File: src/rtl/calc_ctrl.sv
// Calculator controller: round-robin arbitration of two requesters onto one datapath,
// settle-then-sample, and a held response. Optional accumulator: define CALC_CTRL_ACC_EN.
module calc_ctrl #(
  parameter int SETTLE_CYCLES = 2
) (
  input  logic        clk,
  input  logic        rst,
  input  logic        req0_valid,
  output logic        req0_ready,
  input  logic [1:0]  req0_op,
  input  logic [3:0]  req0_a,
  input  logic [3:0]  req0_b,
  input  logic        req0_acc,
  input  logic        req1_valid,
  output logic        req1_ready,
  input  logic [1:0]  req1_op,
  input  logic [3:0]  req1_a,
  input  logic [3:0]  req1_b,
  input  logic        req1_acc,
  output logic [13:0] calc_string,
  input  logic [3:0]  calc_res,
  input  logic [6:0]  calc_seg,
  output logic        rsp_valid,
  input  logic        rsp_ready,
  output logic        rsp_id,
  output logic [3:0]  rsp_res,
  output logic [6:0]  rsp_seg,
  output logic        busy,
  output logic [1:0]  dbg_state
);

  // Handshakes: a transfer happens on a rising edge where valid and ready are both high;
  // ready never depends on anything but state, valids and last grant, and valid is not
  // required to stay high until ready.
  typedef enum logic [1:0] {
    IDLE   = 2'd0,
    SETTLE = 2'd1,
    RESP   = 2'd2
  } state_t;

  localparam logic [3:0] SETTLE_LOAD = 4'(SETTLE_CYCLES - 1);

  state_t     state_q, state_d;
  logic [3:0] cnt_q;
  logic       last_grant_q;
  logic       cur_id_q;
  logic       grant0, grant1;
  logic       accept, capture, win_id;
  logic [1:0] sel_op;
  logic [3:0] sel_a, sel_b, eff_a;
  logic       sel_acc;

  // last_grant = 1 means req1 was served last, so req0 wins the next tie.
  assign grant0 = req0_valid & (~req1_valid | last_grant_q);
  assign grant1 = req1_valid & (~req0_valid | ~last_grant_q);

  always_comb begin
    state_d    = state_q;
    req0_ready = 1'b0;
    req1_ready = 1'b0;
    accept     = 1'b0;
    capture    = 1'b0;
    win_id     = 1'b0;
    case (state_q)
      IDLE: begin
        req0_ready = grant0 & ~rst;
        req1_ready = grant1 & ~rst;
        accept     = req0_ready | req1_ready;
        win_id     = req1_ready;
        if (accept) state_d = SETTLE;
      end
      SETTLE: begin
        if (cnt_q == 4'd0) begin
          capture = 1'b1;
          state_d = RESP;
        end
      end
      RESP: begin
        if (rsp_ready) state_d = IDLE;
      end
      default: state_d = IDLE;
    endcase
  end

  assign sel_op  = win_id ? req1_op  : req0_op;
  assign sel_a   = win_id ? req1_a   : req0_a;
  assign sel_b   = win_id ? req1_b   : req0_b;
  assign sel_acc = win_id ? req1_acc : req0_acc;

`ifdef CALC_CTRL_ACC_EN
  logic [3:0] acc_q;

  always_ff @(posedge clk or posedge rst) begin
    if (rst) acc_q <= 4'd0;
    else if (capture) acc_q <= calc_res;
  end

  assign eff_a = sel_acc ? acc_q : sel_a;
`else
  logic unused_acc;
  assign unused_acc = sel_acc;
  assign eff_a      = sel_a;
`endif

  always_ff @(posedge clk or posedge rst) begin
    if (rst) begin
      state_q      <= IDLE;
      cnt_q        <= 4'd0;
      last_grant_q <= 1'b1;
      cur_id_q     <= 1'b0;
      calc_string  <= 14'd0;
      rsp_valid    <= 1'b0;
      rsp_id       <= 1'b0;
      rsp_res      <= 4'd0;
      rsp_seg      <= 7'd0;
    end else begin
      state_q <= state_d;
      if (accept) begin
        calc_string  <= {sel_op, eff_a, sel_b, 4'b0000};
        cnt_q        <= SETTLE_LOAD;
        last_grant_q <= win_id;
        cur_id_q     <= win_id;
      end else if (state_q == SETTLE && cnt_q != 4'd0) begin
        cnt_q <= cnt_q - 4'd1;
      end
      if (capture) begin
        rsp_res   <= calc_res;
        rsp_seg   <= calc_seg;
        rsp_id    <= cur_id_q;
        rsp_valid <= 1'b1;
      end else if (state_q == RESP && rsp_ready) begin
        rsp_valid <= 1'b0;
      end
    end
  end

  assign busy      = (state_q != IDLE);
  assign dbg_state = state_q;

endmodule

File: config.mk
export PLATFORM = sky130hd
export DESIGN_NAME = calc_ctrl
export DESIGN_NICKNAME = d
export VERILOG_FILES = /design/src/rtl/calc_ctrl.sv
export SDC_FILE = /design/constraint.sdc
export NUM_CORES = 1
export LEC_CHECK = 0
export ABC_AREA = 1
export BUFFER_PORTS_ARGS = -buffer_cell sky130_fd_sc_hd__buf_4
export CAP_MARGIN = 20
export CORE_ASPECT_RATIO = 2
export CORE_UTILIZATION = 50
export CTS_CLUSTER_SIZE = 28
export DETAILED_ROUTE_END_ITERATION = 8
export PLACE_DENSITY = 0.84
export SLEW_MARGIN = 20
export SYNTH_ARGS = -nofsm -noshare
export SYNTH_HDL_FRONTEND = slang
export SYNTH_SLANG_ARGS = --single-unit
File: constraint.sdc
create_clock -name clk -period 3.6 [get_ports clk]
set_input_delay 0.54 -clock clk [delete_from_list [all_inputs] [get_ports clk]]
set_output_delay 0.54 -clock clk [all_outputs]
set_load 0.02 [all_outputs]
; ---- Word level (Yosys, flattened, before mapping)
; Cells that the tools add are included.
[classes]
order_cmp = 0
n_reduce_logical = 9
mul = 0
n_eq_ne = 5
addsub = 1
bitwise = 11
mux = 16
shift = 0
div_mod_pow = 0
[op_table]
columns = operator, n
row1 = 4-bit 2-to-1 mux, 4
row2 = 2-bit 2-to-1 mux, 4
row3 = 1-bit 2-to-1 mux, 7
row4 = "2-bit != test, second input constant", 3
row5 = 2-bit case mux with 3 select lines, 1
row6 = 2-bit nonzero test, 3
row7 = 1-bit AND, 4
row8 = 4-bit zero test, 1
row9 = 1-bit NOT, 4
row10 = 4-bit nonzero test, 1
row11 = "4-bit by 1-bit subtractor with 4-bit output, second input constant", 1
row12 = 1-bit bitwise OR, 3
row13 = 3-bit AND reduction, 1
row14 = "2-bit by 1-bit == test with 1-bit output, second input constant", 1
row15 = "2-bit == test, second input constant", 1
row16 = 1-bit logical AND, 2
row17 = 2-bit zero test, 1
[totals]
out_inout_bits = 32
latch_bits = 0
ram_bits = 0
inputBits = 38
rom_bits = 0
n_memories = 0
regBits = 31
elab_cells = 51

; ---- Logic depth before layout (Yosys ltp)
[logic_depth]
ltp_word = 7
ltp_mapped = 8
ltp_nobuf = 8

; ---- Worst setup path after synthesis
; OpenSTA, ideal clock, no wires.
[synth_path]
path_type = input port to output port
from = input rst
to = output req0_ready
arrival_time_ns = 1.969
stages = 3
slack_ns = 1.091
n_path_buf = 0
cell_sequence = inv_1 > nand2_1 > a211oi_1
[synth_via]
elab_chain_len = 3
[synth_lines]
columns = element, line
row1 = start: declaration, 7  ; input logic rst,
row2 = 1-bit NOT, 66  ; req0_ready = grant0 & ~rst;
row3 = 1-bit AND, 66
row4 = 1-bit 2-to-1 mux, 64  ; case (state_q)
row5 = end: declaration, 9  ; output logic req0_ready,
; No other way between the ends.

; ---- Worst setup path in the final report
[layout_path]
from = input rst
to = output req1_ready
[layout_via]
elab_chain_len = 3
[layout_lines]
columns = element, line
row1 = 1-bit NOT, 67  ; req1_ready = grant1 & ~rst;
row2 = 1-bit AND, 67
row3 = 1-bit 2-to-1 mux, 64
row4 = end: declaration, 15  ; output logic req1_ready,
; No other way between the ends.

==> results.txt <==
- The min-delay analysis places its worst path in the category in -> async.
* Die H: 81.85 µm
- Slowest cell delay on critical path: between 0.4 and 0.5 ns
- Residual overflow from global routing: 0
- Max stage delay cell, worst path: sky130_fd_sc_hd__nand3_1
- After detailed routing, the number of vias per cell comes to 5.115.
- Number of nets at the end of the flow: 304
* Signal arrival time at the worst endpoint: between 1.5 and 2 ns
- Maximum number of pins on one net before global-route repair: 33
- Worst reg2reg setup slack: 1.94 ns
* Total track usage: 0.2447
- Average wire length per cell after detail routing: 12.48 µm
- Post-Route WL: 3.682 mm
- Yosys Warn Count: 0
* Worst setup SP type: primary input
- For the final routed database, the setup TNS stands at 0 ns.
- Detailed routing inserted a total of 1,509 vias.
* Area added between synthesis and finish: 33.83%
- Dividing the synthesized area by the synthesized cell count gives between 7 and 8 µm².
* Worst Setup Path Type: in -> out
- Postcts setup bufs: 0
- Met3 routed WL: 195 µm
- Placement row count: 28
* Hold Vio Cnt, Final: 0
- Number of placed I/O pins: 70
- Sequential share of power: 0.338
- Clock input transition at the sequential cells of the worst setup and hold paths: 0.06 ns
* Routed Antenna Nets: 0
- For the worst-skew pair, the clock arrives at the later sink with an insertion delay of 0.28 ns.
- Global-route wire length before repair: 6.327 mm
- H-tree level count: 2
- For this run, the detailed router's first-pass iteration total came to 4.
* Most frequently used flop master after synthesis: sky130_fd_sc_hd__dfrtp_1
* Number of antenna violations at the first check in global routing: 0
* Clock tree from TritonCTS: built
- The worst setup path is captured at a primary output.
- Vias in the first global route: approximately 1,500
* CTS-repair resized insts: 0
- In this design, the critical path's most frequently occurring cell is sky130_fd_sc_hd__inv_1.
* Sw Share: 0.4375
- Worst clock skew: approximately 0.0046 ns
- For this configuration, the core starts out at a cell density of 0.5353.
- The root buffer cell chosen for the clock tree is sky130_fd_sc_hd__clkbuf_8.
- Clock tree synthesis found a total of 31 sinks.
- Of the total power, the clock network draws 0.158.
- Standard cell core area: 0.002978 mm²
- Top Family by Delay on Critical Path: buffers and inverters
* Final Wtd Congestion: 0.8026
- Max Transition Viols Final: 0
* Final count of negative-setup-slack endpoints: 0
* Post-route met1 wirelength: 1.394 mm
- For this design the total switching power over the nets is 0.8199 mW.
* Pre-CTS WS: 1.273 ns
* Power density relative to cell area: between 800 and 900 mW/mm²
- Of the cells placed in the final design, the portion with a size suffix greater than 1 is 0.2943.
- Met2 routed wirelength: 1.999 mm
* RSZ-0062 raised after global routing: no
- Data required time of the critical path: 3.06 ns
- First DRT Iteration DRCs: 29
- Post-CTS Hold Fix Bufs: 0
* Maximum fanout count along the critical path: 13
- The count of buffers added on input and output ports is 63.
- Die ar.: ~0.0034 mm²
* Final critical-path setup slack: approximately 1.2 ns
- In this run the top signal layer used is met4.
- Traced cell by cell, the critical path runs through buf_4 > inv_1 > nand2_1 > inv_1 > nand3_1 > inv_1 > buf_4.
- Half-perimeter wire length after placement: 2.696 mm
- After technology mapping, the gate count stands at 203.
- Sequential share of the synthesized area: 0.4874
- Final cycle utilization of the critical path: 0.6577
* Total CTS buffers: 5
- Peak Freq: 0.4223 GHz
* Area of the mapped netlist: 0.001594 mm²
* Overall power of the completed layout: between 1.5 and 2 mW
- Buf+Inv Stages, Crit Path: 5
* Width of the die: around 42 µm
- Number of antenna cells inserted: 0
* Yosys cell types: 24
- Count of flip-flops with a built-in enable after synthesis: 0
- The flow ran to the end, and the final reports show no timing, DRC or antenna violations.
- Peak ir drop on the vdd network: ~600 µV
- After detailed routing, the number of remaining DRC violations is 0.
- The internal portion of the total power is 1.054 mW.
- The worst path in the final design needs a cycle of 2.368 ns, including I/O delays and setup.
* Part of the total power dissipated in combinational logic: 0.504
* Buffer levels on the longest clock path: 2
- Number of register bits inferred by synthesis: 31
* Share of async-settable or async-resettable flops after synthesis: 1.000
- Across the run, the number of max-cap violations was 0.
- Summed over all cells, the static leakage comes to 1.280 nW.
## worst register-to-register path: stages, from the launching register on
cell	delay [ns]
sky130_fd_sc_hd__dfrtp_1	0.47
sky130_fd_sc_hd__nor2_4	0.31
sky130_fd_sc_hd__nand2_2	0.27
sky130_fd_sc_hd__inv_1	0.34
sky130_fd_sc_hd__nand3_1	0.13
sky130_fd_sc_hd__nand2_1	0.07
## layer usage
metal / vias up / GRT usage
li1: 738 / -
met2: 60 / 0.4563
met3: 7 / 0.05495
met5: - / 0
met1: 704 / 0.2453
met4: 0 / 0.1323
## stage by stage
step	instance area [µm²]	hold WS (ns)	util	instances
final	2133	0.4250	0.7164	295
after global routing	2133	0.4250	0.7164	295
after CTS	2133	0.4204	0.7164	295
after detailed placement	2033	0.4636	0.6828	287
after global placement	2033	0.4554	0.6828	287
after floorplan	1605	0.4505	-	206
## cell usage after synthesis (2+ instances only)
cell / n / share of area
sky130_fd_sc_hd__ha_1: 2 / 0.016
sky130_fd_sc_hd__nand3_1: 25 / 0.078
sky130_fd_sc_hd__o21ai_0: 3 / 0.0094
sky130_fd_sc_hd__nand2_4: 2 / 0.014
sky130_fd_sc_hd__nand2_1: 69 / 0.16
sky130_fd_sc_hd__inv_1: 34 / 0.080
sky130_fd_sc_hd__buf_4: 8 / 0.038
sky130_fd_sc_hd__buf_2: 3 / 0.0094
sky130_fd_sc_hd__nand2_2: 2 / 0.0078
sky130_fd_sc_hd__nor2_1: 2 / 0.0047
sky130_fd_sc_hd__dfrtp_1: 30 / 0.47
sky130_fd_sc_hd__nand4_1: 11 / 0.043
## logic make-up (layout without fill, tap and decap cells)
kind of cell,after synthesis,count (layout),share of synthesized area
flip-flops,31,31,0.4874
XOR/XNOR,1,1,0.005496
AND/OR/NAND/NOR,114,114,0.3265
adder cells (fa/ha/maj),2,2,0.01570
other,1,4,0.002353
buffers and inverters,48,107,0.1405
AO/OA/AOI/OAI,6,6,0.02198
## layout make-up
cell class | instances | area (µm²)
well taps | 30 | 37.54
inverters | 35 | 133.9
repair buffers | 64 | 480.5
flip-flops and latches | 31 | 777.0
clock buffers | 8 | 100.1
multi-input cells | 127 | 604.3
fillers | 259 | 844.6
## flip-flops by register name, indices dropped and copies added (netlist names)
| signal | flops |
|---|---|
| calc_string | 10 |
| rsp_seg | 7 |
| cnt_q | 4 |
| rsp_res | 4 |
| dbg_state | 2 |
| cur_id_q | 1 |
| last_grant_q | 1 |
| rsp_id | 1 |
| rsp_valid | 1 |
## cell usage in the layout, fill, tap and decap left out, drive strengths merged
cell,instances
ha,2
o31ai,1
nor2,3
nand2,73
inv,35
clkbuf,8
a211oi,1
buf,64
dfrtp,30
nand3,25
or2,1
dfstp,1
conb,4
nand4,11
xor2,1
o21ai,4
nor3b,1
## power groups by stage
| stage | sequential, mW | combinational (mW) | clock [mW] |
|---|---|---|---|
| after floorplan | 0.784 | 0.475 | 0 |
| after global placement | 0.630 | 0.927 | 0 |
| after global routing | 0.651 | 1.05 | 0.321 |
| after detailed placement | 0.635 | 0.956 | 0 |
| after CTS | 0.633 | 0.958 | 0.302 |
| final | 0.633 | 0.945 | 0.296 |
## final timing paths
path                                           from                          end  cells after the start
max in group asynchronous                       rst     last_grant_q$_DFFE_PP1N_                      3
hold / removal                                  rst     dbg_state[1]$_DFFE_PP0P_                      3
setup reg to reg           dbg_state[0]$_DFFE_PP0P_  calc_string[11]$_DFFE_PP0N_                      5
hold reg to reg              rsp_res[2]$_DFFE_PP0P_       rsp_res[2]$_DFFE_PP0P_                      2
min in group clk                          rsp_ready     dbg_state[1]$_DFFE_PP0P_                      2
setup / recovery                                rst                   req1_ready                      7
Note: power is estimated with default switching activity, not from simulation.
